## config.mk

```make
export PLATFORM = sky130hd
export DESIGN_NAME = mnist_result_collector
export DESIGN_NICKNAME = d
export VERILOG_FILES = /design/src/rtl/mnist_result_collector.sv
export SDC_FILE = /design/constraint.sdc
export NUM_CORES = 1
export LEC_CHECK = 0
export ABC_CLOCK_PERIOD_IN_PS = 3500
export BUFFER_PORTS_ARGS = -buffer_cell sky130_fd_sc_hd__buf_2
export CELL_PAD_IN_SITES_DETAIL_PLACEMENT = 0
export CELL_PAD_IN_SITES_GLOBAL_PLACEMENT = 1
export CORE_ASPECT_RATIO = 1.4
export CORE_MARGIN = 2
export CORE_UTILIZATION = 43
export CTS_CLUSTER_SIZE = 14
export DETAILED_ROUTE_END_ITERATION = 16
export PLACE_DENSITY_LB_ADDON = 0.1
export SLEW_MARGIN = 20
export SYNTH_ARGS = -nofsm -noshare
export SYNTH_HDL_FRONTEND = slang
export SYNTH_SLANG_ARGS = --single-unit
```

## constraint.sdc

```tcl
create_clock -name i_clk -period 3.5 [get_ports i_clk]
set_input_delay 0.7 -clock i_clk [delete_from_list [all_inputs] [get_ports i_clk]]
set_output_delay 0.7 -clock i_clk [all_outputs]
set_load 0.01 [all_outputs]
```

## src/rtl/mnist_result_collector.sv

```systemverilog
// rtl/mnist_result_collector.sv - collects a logit stream from the network core, tracks the signed argmax, and holds the logits for readback
module mnist_result_collector #(
    parameter int NUM_CLASSES    = 10,
    parameter int DATA_WIDTH     = 32,
    parameter int IDX_WIDTH      = 4,
    parameter int TIMEOUT_CYCLES = 5000000
) (
    input  logic                  i_clk,
    input  logic                  i_rst,
    input  logic                  i_start,
    input  logic [DATA_WIDTH-1:0] i_result,
    input  logic                  i_result_valid,
    input  logic [IDX_WIDTH-1:0]  i_rd_idx,
    output logic [DATA_WIDTH-1:0] o_rd_data,
    output logic                  o_busy,
    output logic                  o_pred_valid,
    output logic [IDX_WIDTH-1:0]  o_pred_class,
    output logic [DATA_WIDTH-1:0] o_pred_max,
    output logic                  o_timeout,
    output logic                  o_extra_err
);

    typedef enum logic [1:0] {S_IDLE, S_COLLECT, S_DONE} state_t;

    localparam logic [IDX_WIDTH-1:0] LAST_IDX = IDX_WIDTH'(NUM_CLASSES - 1);
    localparam logic [31:0]          TMO_LAST = 32'(TIMEOUT_CYCLES - 1);
    localparam bit                   TMO_EN   = (TIMEOUT_CYCLES != 0);

    state_t                r_state;
    state_t                w_next;
    logic [IDX_WIDTH-1:0]  r_count;
    logic [31:0]           r_timer;
    logic [DATA_WIDTH-1:0] r_max;
    logic [IDX_WIDTH-1:0]  r_arg;
    logic                  r_pred_valid;
    logic                  r_timeout;
    logic                  r_extra_err;
    logic [DATA_WIDTH-1:0] r_rd_data;
    logic [DATA_WIDTH-1:0] r_logit [NUM_CLASSES];
    logic                  w_collect;
    logic                  w_last;
    logic                  w_expire;

    // start pre-empts everything, including a result sampled in the same cycle
    assign w_collect = (r_state == S_COLLECT) && !i_start;
    assign w_last    = w_collect && i_result_valid && (r_count == LAST_IDX);
    assign w_expire  = TMO_EN && w_collect && !w_last && (r_timer == TMO_LAST);

    always_comb begin
        w_next = r_state;
        if (i_start) begin
            w_next = S_COLLECT;
        end else if (w_last) begin
            w_next = S_DONE;
        end else if (w_expire) begin
            w_next = S_IDLE;
        end
    end

    always_ff @(posedge i_clk) begin
        if (i_rst) begin
            r_state      <= S_IDLE;
            r_count      <= '0;
            r_timer      <= '0;
            r_max        <= '0;
            r_arg        <= '0;
            r_pred_valid <= 1'b0;
            r_timeout    <= 1'b0;
            r_extra_err  <= 1'b0;
            r_rd_data    <= '0;
            for (int i = 0; i < NUM_CLASSES; i++) begin
                r_logit[i] <= '0;
            end
        end else begin
            r_state      <= w_next;
            r_pred_valid <= w_last;
            r_rd_data    <= (i_rd_idx <= LAST_IDX) ? r_logit[i_rd_idx] : '0;

            if (i_start) begin
                r_count     <= '0;
                r_timer     <= '0;
                r_timeout   <= 1'b0;
                r_extra_err <= 1'b0;
            end else if (w_collect) begin
                r_timer <= r_timer + 32'd1;
                if (w_expire) begin
                    r_timeout <= 1'b1;
                end
                if (i_result_valid) begin
                    r_logit[r_count] <= i_result;
                    if (r_count == '0) begin
                        r_max <= i_result;
                        r_arg <= '0;
                    end else if ($signed(i_result) > $signed(r_max)) begin
                        r_max <= i_result;
                        r_arg <= r_count;
                    end
                    // count stops at the last index so it can never wrap
                    if (!w_last) begin
                        r_count <= r_count + 1'b1;
                    end
                end
            end else if (i_result_valid) begin
                r_extra_err <= 1'b1;
            end
        end
    end

    assign o_busy       = (r_state == S_COLLECT);
    assign o_pred_valid = r_pred_valid;
    assign o_pred_class = r_arg;
    assign o_pred_max   = r_max;
    assign o_timeout    = r_timeout;
    assign o_extra_err  = r_extra_err;
    assign o_rd_data    = r_rd_data;

endmodule

```

== Yosys cells after proc, flatten, opt, wreduce, memory -nomap -nowiden ==
Memories as Yosys holds them, arrays and structs flattened. A register that Yosys moved wholly into a read port is not among the register bits.
Index checks and enable logic that the tools add are counted.

* Flip-flop bits (word level): 77
* Latch bits: 0
* Memory bits (writable): 320
* Bits in read-only memories: 0
* Input port bits: 40
* Output and inout bits: 72
* Logic and storage cells: 56
* Memories: 1

{| class="wikitable"
|+ Memory list
! memory !! words !! width !! rd ports !! clocked after Yosys merged registers in !! wr ports !! line !! RTL
|-
| r_logit || 10 || 32 || 1 || 1 || 10 || 39 || <nowiki>logic [DATA_WIDTH-1:0] r_logit [NUM_CLASSES];</nowiki>
|}

* $add $sub $neg: 2
* Multiply operators: 0
* Div/mod/pow operators: 0
* Order comparisons: 2
* Eq/ne operators: 3
* Shifts and indexed selects: 0
* Multiplexer cells: 17
* Bitwise operators: 4
* Reductions and logical operators: 18

{| class="wikitable"
|+ Operator list
! cell !! count
|-
| 32-bit 2-to-1 mux || 3
|-
| 32-bit by 1-bit adder with 32-bit output (second input constant) || 1
|-
| 32-bit by 23-bit == test with 1-bit output (second input constant) || 1
|-
| 32-bit > comparator || 1
|-
| 32-bit OR reduction || 1
|-
| 4-bit 2-to-1 mux || 3
|-
| 1-bit 2-to-1 mux || 9
|-
| 1-bit logical AND || 5
|-
| 4-bit by 1-bit adder with 4-bit output (second input constant) || 1
|-
| 4-bit == test (second input constant) || 1
|-
| 4-bit <= comparator (second input constant) || 1
|-
| 4-bit logical NOT || 1
|-
| 2-bit 2-to-1 mux || 2
|-
| 1-bit NOT || 4
|-
| 2-bit AND reduction || 2
|-
| 4-bit AND reduction || 1
|-
| 2-bit nonzero test || 2
|-
| 2-bit OR reduction || 2
|-
| 3-bit AND reduction || 1
|-
| 3-bit nonzero test || 1
|-
| 2-bit by 1-bit == test with 1-bit output (second input constant) || 1
|-
| 1-bit logical NOT || 2
|}

== Logic depth before layout (Yosys ltp) ==
* Word-level depth: 10
* Gate-level depth with buffers: 11
* Gate-level depth less buffers: 9

== Worst setup path before layout ==
OpenSTA, ideal clock, no wires.

* Path kind: input to register
* Start point: input i_start
* End point: memory r_logit[2][0], enable pin
* Setup time: 0.394 ns
* Arrival: 2.694 ns
* Data required time: 3.106 ns
* Path slack: 0.412 ns
* Stages on the path: 6
* Path buffers: 1
* Cells stage by stage: nor3b_4 -> and2_4 -> nand2b_4 -> or4_1 -> buf_2 -> nand2b_1

{| class="wikitable"
|+ RTL lines
! what !! line !! RTL
|-
| start: declaration || 10 || <nowiki>input logic i_start,</nowiki>
|-
| end: declaration || 39 ||
|}

== Worst setup path after layout ==
* Start point: register r_max[11], in the netlist o_pred_max[11]
* End point: register r_max[12], in the netlist o_pred_max[12]

* Cells in the longest elaborated chain, start to end: 3

{| class="wikitable"
|+ Ends and longest elaborated chain
! what !! line !! RTL
|-
| start: declaration || 33 || <nowiki>logic [DATA_WIDTH-1:0] r_max;</nowiki>
|-
| start signal: assignment || 92 || <nowiki>r_max <= i_result;</nowiki>
|-
| start signal: assignment || 95 || <nowiki>r_max <= i_result;</nowiki>
|-
| 32-bit > comparator || 94 || <nowiki>end else if ($signed(i_result) > $signed(r_max)) begin</nowiki>
|-
| 2-bit nonzero test (no source line) || -- ||
|-
| 4-bit AND reduction (no source line) || -- ||
|}

Every way passes these cells.
A chain may end at the register's enable or synchronous reset.

==> impl_summary.md <==
Outcome
The run finished with clean final reports.

Clocking
The clock passes through at most 3 buffers. Clock-pin slew was measured on the worst setup and hold paths at 0.06 ns. The count of H-tree levels built during CTS is 2. The buffer cell driving the clock tree root is sky130_fd_sc_hd__clkbuf_16.

The number of buffers inserted during clock tree synthesis is 43. The CTS sink count is 429. In this run, post-CTS repair resized a total of 0 instances. After clock tree synthesis, the setup repair step added 0 buffers. The number of buffers inserted by hold repair at cts is 0. The CTS tree is yes. At the later pin of the worst-skew pair, clock insertion delay measures 0.56 ns.

Worst setup path
The type of the worst setup path is flop to flop. The worst register-to-register path has a setup slack of 0.90 ns. The worst register-to-register path has a depth of 10. The worst register-to-register path ends at o_pred_max[12]$_SDFFE_PP0P_. The type of destination of the critical path is a flop. In this run the critical register-to-register path is launched from o_pred_max[11]$_SDFFE_PP0P_. STA puts the critical path data required time at 3.97 ns.

STA classifies the critical path startpoint as a flop. Data arrives at the worst endpoint at 3.07 ns. Of all nets on the critical path, the largest fanout is 28.

Final layout
The fraction of layout cells with a size suffix above 1 is 18.5%. The post-synthesis to final-layout area growth is 14.3%. Across the whole layout, storage elements account for 11800 µm². The final layout contains 1669 nets. The number of antenna diodes in the final layout is 0.

The post-route non-filler standard cell count is 2185. Summing all multi-input logic gate instances after layout gives 6560 µm². The layout has 3863 filler cells.

Routing
The routed layout has 11600 vias. The count of TritonRoute iterations in the first routing pass is 5. The number of vias per cell after detailed routing is 5.33. Summed over all layers, the routed wires come to 47.6 mm.

The routed length per placed instance is 21.8 µm. The first-iteration detailed-routing DRC count is 721. The antenna violation net count after detailed routing is 0. The count of unresolved DRC violations after routing is 0.

Global route
The global router's overall resource usage is 21.4%. The number of antenna violations at the first check in global routing is 0. The via count of the first global-routing pass is 12200.

The first global-routing pass estimated 73.7 mm of wire. Entering global routing, the biggest net connects 66 pins. The remaining global-route overflow is 0.

STA
The count of pins over their slew limit came to 0. The setup violation total in the final timing report is 0. The fmax is 0.384 GHz. Clock skew on the completed layout was measured at 0.0187 ns. The final sum of negative setup slack is 0 ns. The relative max-transition margin is 54.6%. Setup repair after global routing left no endpoint under its margin.

For the pin with the worst max-slew slack, the measured transition is 0.681 ns. The number of hold violations in the final report is 0. The shortest clock period the worst path allows after layout is 2.60 ns. The fraction of the cycle the final worst path needs is 74.3%.

Die
The width of the die is 182 µm. The die footprint is 45900 µm². For this design the top-level I/O count stands at 112. The number of core rows is 91. The vertical die dimension is 253 µm.

In this run the standard cell core region covers 43800 µm². The effective utilization at floorplan is 43.3%.

Power and ir drop
The power per standard cell area is 501 nW/µm². The fraction of power consumed by sequential logic is 52.0%. The power share of the clock group is 41.1%.

IR analysis of the VDD net gives a maximum drop of 0.372 mV. The switching power is 0.00244 W. The internal power of the cells totals 0.00844 W. Net switching is 22.4% of the power.

For this design the static power due to leakage is 8.21 nW. The share of total power dissipated in combinational logic is 6.8%.

Logic synthesis
Sequential elements use 62.1% of the synthesized area. After synthesis, the cell types taking the most area are sky130_fd_sc_hd__edfxtp_1 51%, sky130_fd_sc_hd__dfxtp_1 11%, sky130_fd_sc_hd__mux4_2 7.6%, sky130_fd_sc_hd__nor2_1 6.1%, sky130_fd_sc_hd__mux2i_1 5.3%. The number of nets produced by synthesis is 1557. The instance count of the mapped netlist is 1481. In this run, distinct cell masters in the synthesized netlist total 57.

After synthesis the netlist holds a flip-flop and latch count of 429. The number of synthesis warnings is 0. The cell area that synthesis handed to floorplanning was 19000 µm².

The mean instance size in the synthesized netlist is 12.8 µm². After synthesis, the share of flip-flops with an asynchronous set or reset is 0%. The top cell type by total area after synthesis is sky130_fd_sc_hd__edfxtp_1.

The commonest register cell after synthesis is sky130_fd_sc_hd__edfxtp_1. The synthesized design contains 320 enable-type register cells. The share of synthesized area in the top cell type comes to 50.6%.

Place
The congestion estimate from routability-driven global placement came to 0.792. Once placement completed, the tool counted placed cells totaling 2106. The detailed placer's ending HPWL is 30.2 mm. The count of buffers added on input and output ports is 111.

Min path
The worst hold path begins at i_start. Along the worst hold path, the cell count comes to 3. The capture endpoint of the worst hold path is r_state[0]$_SDFFE_PP0P_. In this run the worst hold path is classified as primary input to flop.

Job
Max-cap violations in this run came to 0.
[layer usage]
| metal | routed length, µm | GRT usage (%) |
|---|---|---|
| met1 | 20200 | 27.9 |
| met2 | 24100 | 37.5 |
| met3 | 2210 | 2.77 |
| met4 | 1080 | 5.67 |
| met5 | 0 | 0 |
[registers in the layout, summed over array words and instances (netlist names)]
register / cells
o_pred_max: 32
r_timer: 32
r_count: 4
o_extra_err: 1
o_pred_valid: 1
o_timeout: 1
r_logit: 320
r_state: 2
o_rd_data: 32
o_pred_class: 4
[metrics by stage]
step / cell area [µm²] / hold WS (ns) / power [W] / utilization [%] / setup WS, ns
global route: 21700 / 0.452 / 0.0113 / 49.5 / 0.609
CTS: 21700 / 0.412 / 0.0110 / 49.5 / 0.796
detailed placement: 20300 / 0.462 / 0.00653 / 46.4 / 0.376
floorplan: 19000 / 0.471 / 0.00621 / - / 0.412
finish: 21700 / 0.435 / 0.0109 / 49.5 / 0.898
global placement: 20300 / 0.455 / 0.00652 / 46.4 / 0.432
[how the worst max path moves through the flow]
stage	from	endpoint	slack (ns)	cells past startpoint
finish	o_pred_max[11]$_SDFFE_PP0P_	o_pred_max[12]$_SDFFE_PP0P_	0.90	10
global route	o_pred_max[22]$_SDFFE_PP0P_	o_pred_max[3]$_SDFFE_PP0P_	0.61	10
CTS	o_pred_max[22]$_SDFFE_PP0P_	o_pred_max[12]$_SDFFE_PP0P_	0.80	9
detailed placement	i_result[22]	o_pred_max[12]$_SDFFE_PP0P_	0.38	9
global placement	i_result[22]	o_pred_max[8]$_SDFFE_PP0P_	0.43	9
floorplan	i_start	r_logit[2][0]$_SDFFCE_PN0P_	0.41	6
[cell usage after synthesis, types with 2 or more instances]
library cell,instances
sky130_fd_sc_hd__edfxtp_1,320
sky130_fd_sc_hd__nor2_1,307
sky130_fd_sc_hd__dfxtp_1,109
sky130_fd_sc_hd__mux2i_1,101
sky130_fd_sc_hd__nand2b_1,78
sky130_fd_sc_hd__inv_1,70
sky130_fd_sc_hd__mux4_2,64
sky130_fd_sc_hd__nand2_1,63
sky130_fd_sc_hd__clkbuf_1,57
sky130_fd_sc_hd__ha_1,36
sky130_fd_sc_hd__and2_1,35
sky130_fd_sc_hd__and3_1,35
sky130_fd_sc_hd__o22a_1,32
sky130_fd_sc_hd__a21oi_1,18
sky130_fd_sc_hd__nand3_1,18
sky130_fd_sc_hd__xor2_1,18
sky130_fd_sc_hd__buf_2,13
sky130_fd_sc_hd__xnor2_1,12
sky130_fd_sc_hd__nand4_1,10
sky130_fd_sc_hd__and4_1,9
sky130_fd_sc_hd__buf_1,6
sky130_fd_sc_hd__buf_4,6
sky130_fd_sc_hd__o21ai_0,6
sky130_fd_sc_hd__or3_1,5
sky130_fd_sc_hd__nor3_1,4
sky130_fd_sc_hd__nor4_1,4
sky130_fd_sc_hd__buf_6,3
sky130_fd_sc_hd__clkbuf_2,3
sky130_fd_sc_hd__nand3b_1,3
sky130_fd_sc_hd__nor2b_1,3
sky130_fd_sc_hd__a211o_1,2
sky130_fd_sc_hd__a221oi_1,2
sky130_fd_sc_hd__a31oi_1,2
sky130_fd_sc_hd__and2b_1,2
sky130_fd_sc_hd__nor4b_1,2
sky130_fd_sc_hd__or2_2,2
[power groups by stage]
stage | clock network [W] | registers, W | logic [W]
5_1_grt | 0.00478 | 0.00567 | 0.000810
4_1_cts | 0.00460 | 0.00566 | 0.000759
3_3_place_gp | 0 | 0.00576 | 0.000755
2_1_floorplan | 0 | 0.00577 | 0.000442
6_report | 0.00447 | 0.00566 | 0.000742
3_5_place_dp | 0 | 0.00577 | 0.000757
[area by class of cell]
cell class | instances | share of cell area [%]
Tap cell | 558 | 3.22
Inverter | 71 | 1.23
Timing Repair Buffer | 155 | 4.75
Clock inverter | 21 | 0.709
Clock buffer | 58 | 5.59
Sequential cell | 429 | 54.3
Multi-Input combinational cell | 893 | 30.2
[critical path: stages, from the launching register on]
cell                      delay [ns]
sky130_fd_sc_hd__dfxtp_1        0.39
sky130_fd_sc_hd__inv_1          0.06
sky130_fd_sc_hd__ha_1           0.30
sky130_fd_sc_hd__and4_1         0.19
sky130_fd_sc_hd__nand2_1        0.26
sky130_fd_sc_hd__nor2_1         0.11
sky130_fd_sc_hd__a31oi_1        0.26
sky130_fd_sc_hd__nand4_1        0.19
sky130_fd_sc_hd__a31oi_4        0.26
sky130_fd_sc_hd__buf_12         0.26
sky130_fd_sc_hd__mux2i_1        0.21
[logic make-up (layout without fill, tap and decap cells)]
kind of cell,count (synthesis),in the layout,synth area share (%)
xor gates and xnor gates,30,30,1.38
and+or+nand+nor,594,594,15.1
AOI/OAI and AO/OA,68,68,2.61
adders and majority gates,36,36,2.37
DFF,429,429,62.1
buffers and inverters,159,305,3.49
muxes,165,165,12.9
[cells in the final DEF (no fill, tap or decap), types with 4 or more instances in the layout]
| cell type | netlist | final |
|---|---|---|
| sky130_fd_sc_hd__a21oi_1 | 18 | 18 |
| sky130_fd_sc_hd__and2_1 | 35 | 35 |
| sky130_fd_sc_hd__and3_1 | 35 | 35 |
| sky130_fd_sc_hd__and4_1 | 9 | 9 |
| sky130_fd_sc_hd__buf_12 | 0 | 11 |
| sky130_fd_sc_hd__buf_2 | 13 | 109 |
| sky130_fd_sc_hd__buf_4 | 6 | 34 |
| sky130_fd_sc_hd__clkbuf_1 | 57 | 8 |
| sky130_fd_sc_hd__clkbuf_16 | 0 | 44 |
| sky130_fd_sc_hd__clkbuf_8 | 0 | 6 |
| sky130_fd_sc_hd__clkinv_1 | 1 | 5 |
| sky130_fd_sc_hd__clkinv_2 | 0 | 9 |
| sky130_fd_sc_hd__dfxtp_1 | 109 | 109 |
| sky130_fd_sc_hd__edfxtp_1 | 320 | 320 |
| sky130_fd_sc_hd__ha_1 | 36 | 36 |
| sky130_fd_sc_hd__inv_1 | 70 | 70 |
| sky130_fd_sc_hd__mux2i_1 | 101 | 101 |
| sky130_fd_sc_hd__mux4_2 | 64 | 64 |
| sky130_fd_sc_hd__nand2_1 | 63 | 63 |
| sky130_fd_sc_hd__nand2b_1 | 78 | 78 |
| sky130_fd_sc_hd__nand3_1 | 18 | 18 |
| sky130_fd_sc_hd__nand4_1 | 10 | 10 |
| sky130_fd_sc_hd__nor2_1 | 307 | 305 |
| sky130_fd_sc_hd__nor3_1 | 4 | 4 |
| sky130_fd_sc_hd__nor4_1 | 4 | 4 |
| sky130_fd_sc_hd__o21ai_0 | 6 | 6 |
| sky130_fd_sc_hd__o22a_1 | 32 | 32 |
| sky130_fd_sc_hd__or3_1 | 5 | 5 |
| sky130_fd_sc_hd__xnor2_1 | 12 | 12 |
| sky130_fd_sc_hd__xor2_1 | 18 | 18 |
No activity file was read; power rests on OpenSTA's default activity.
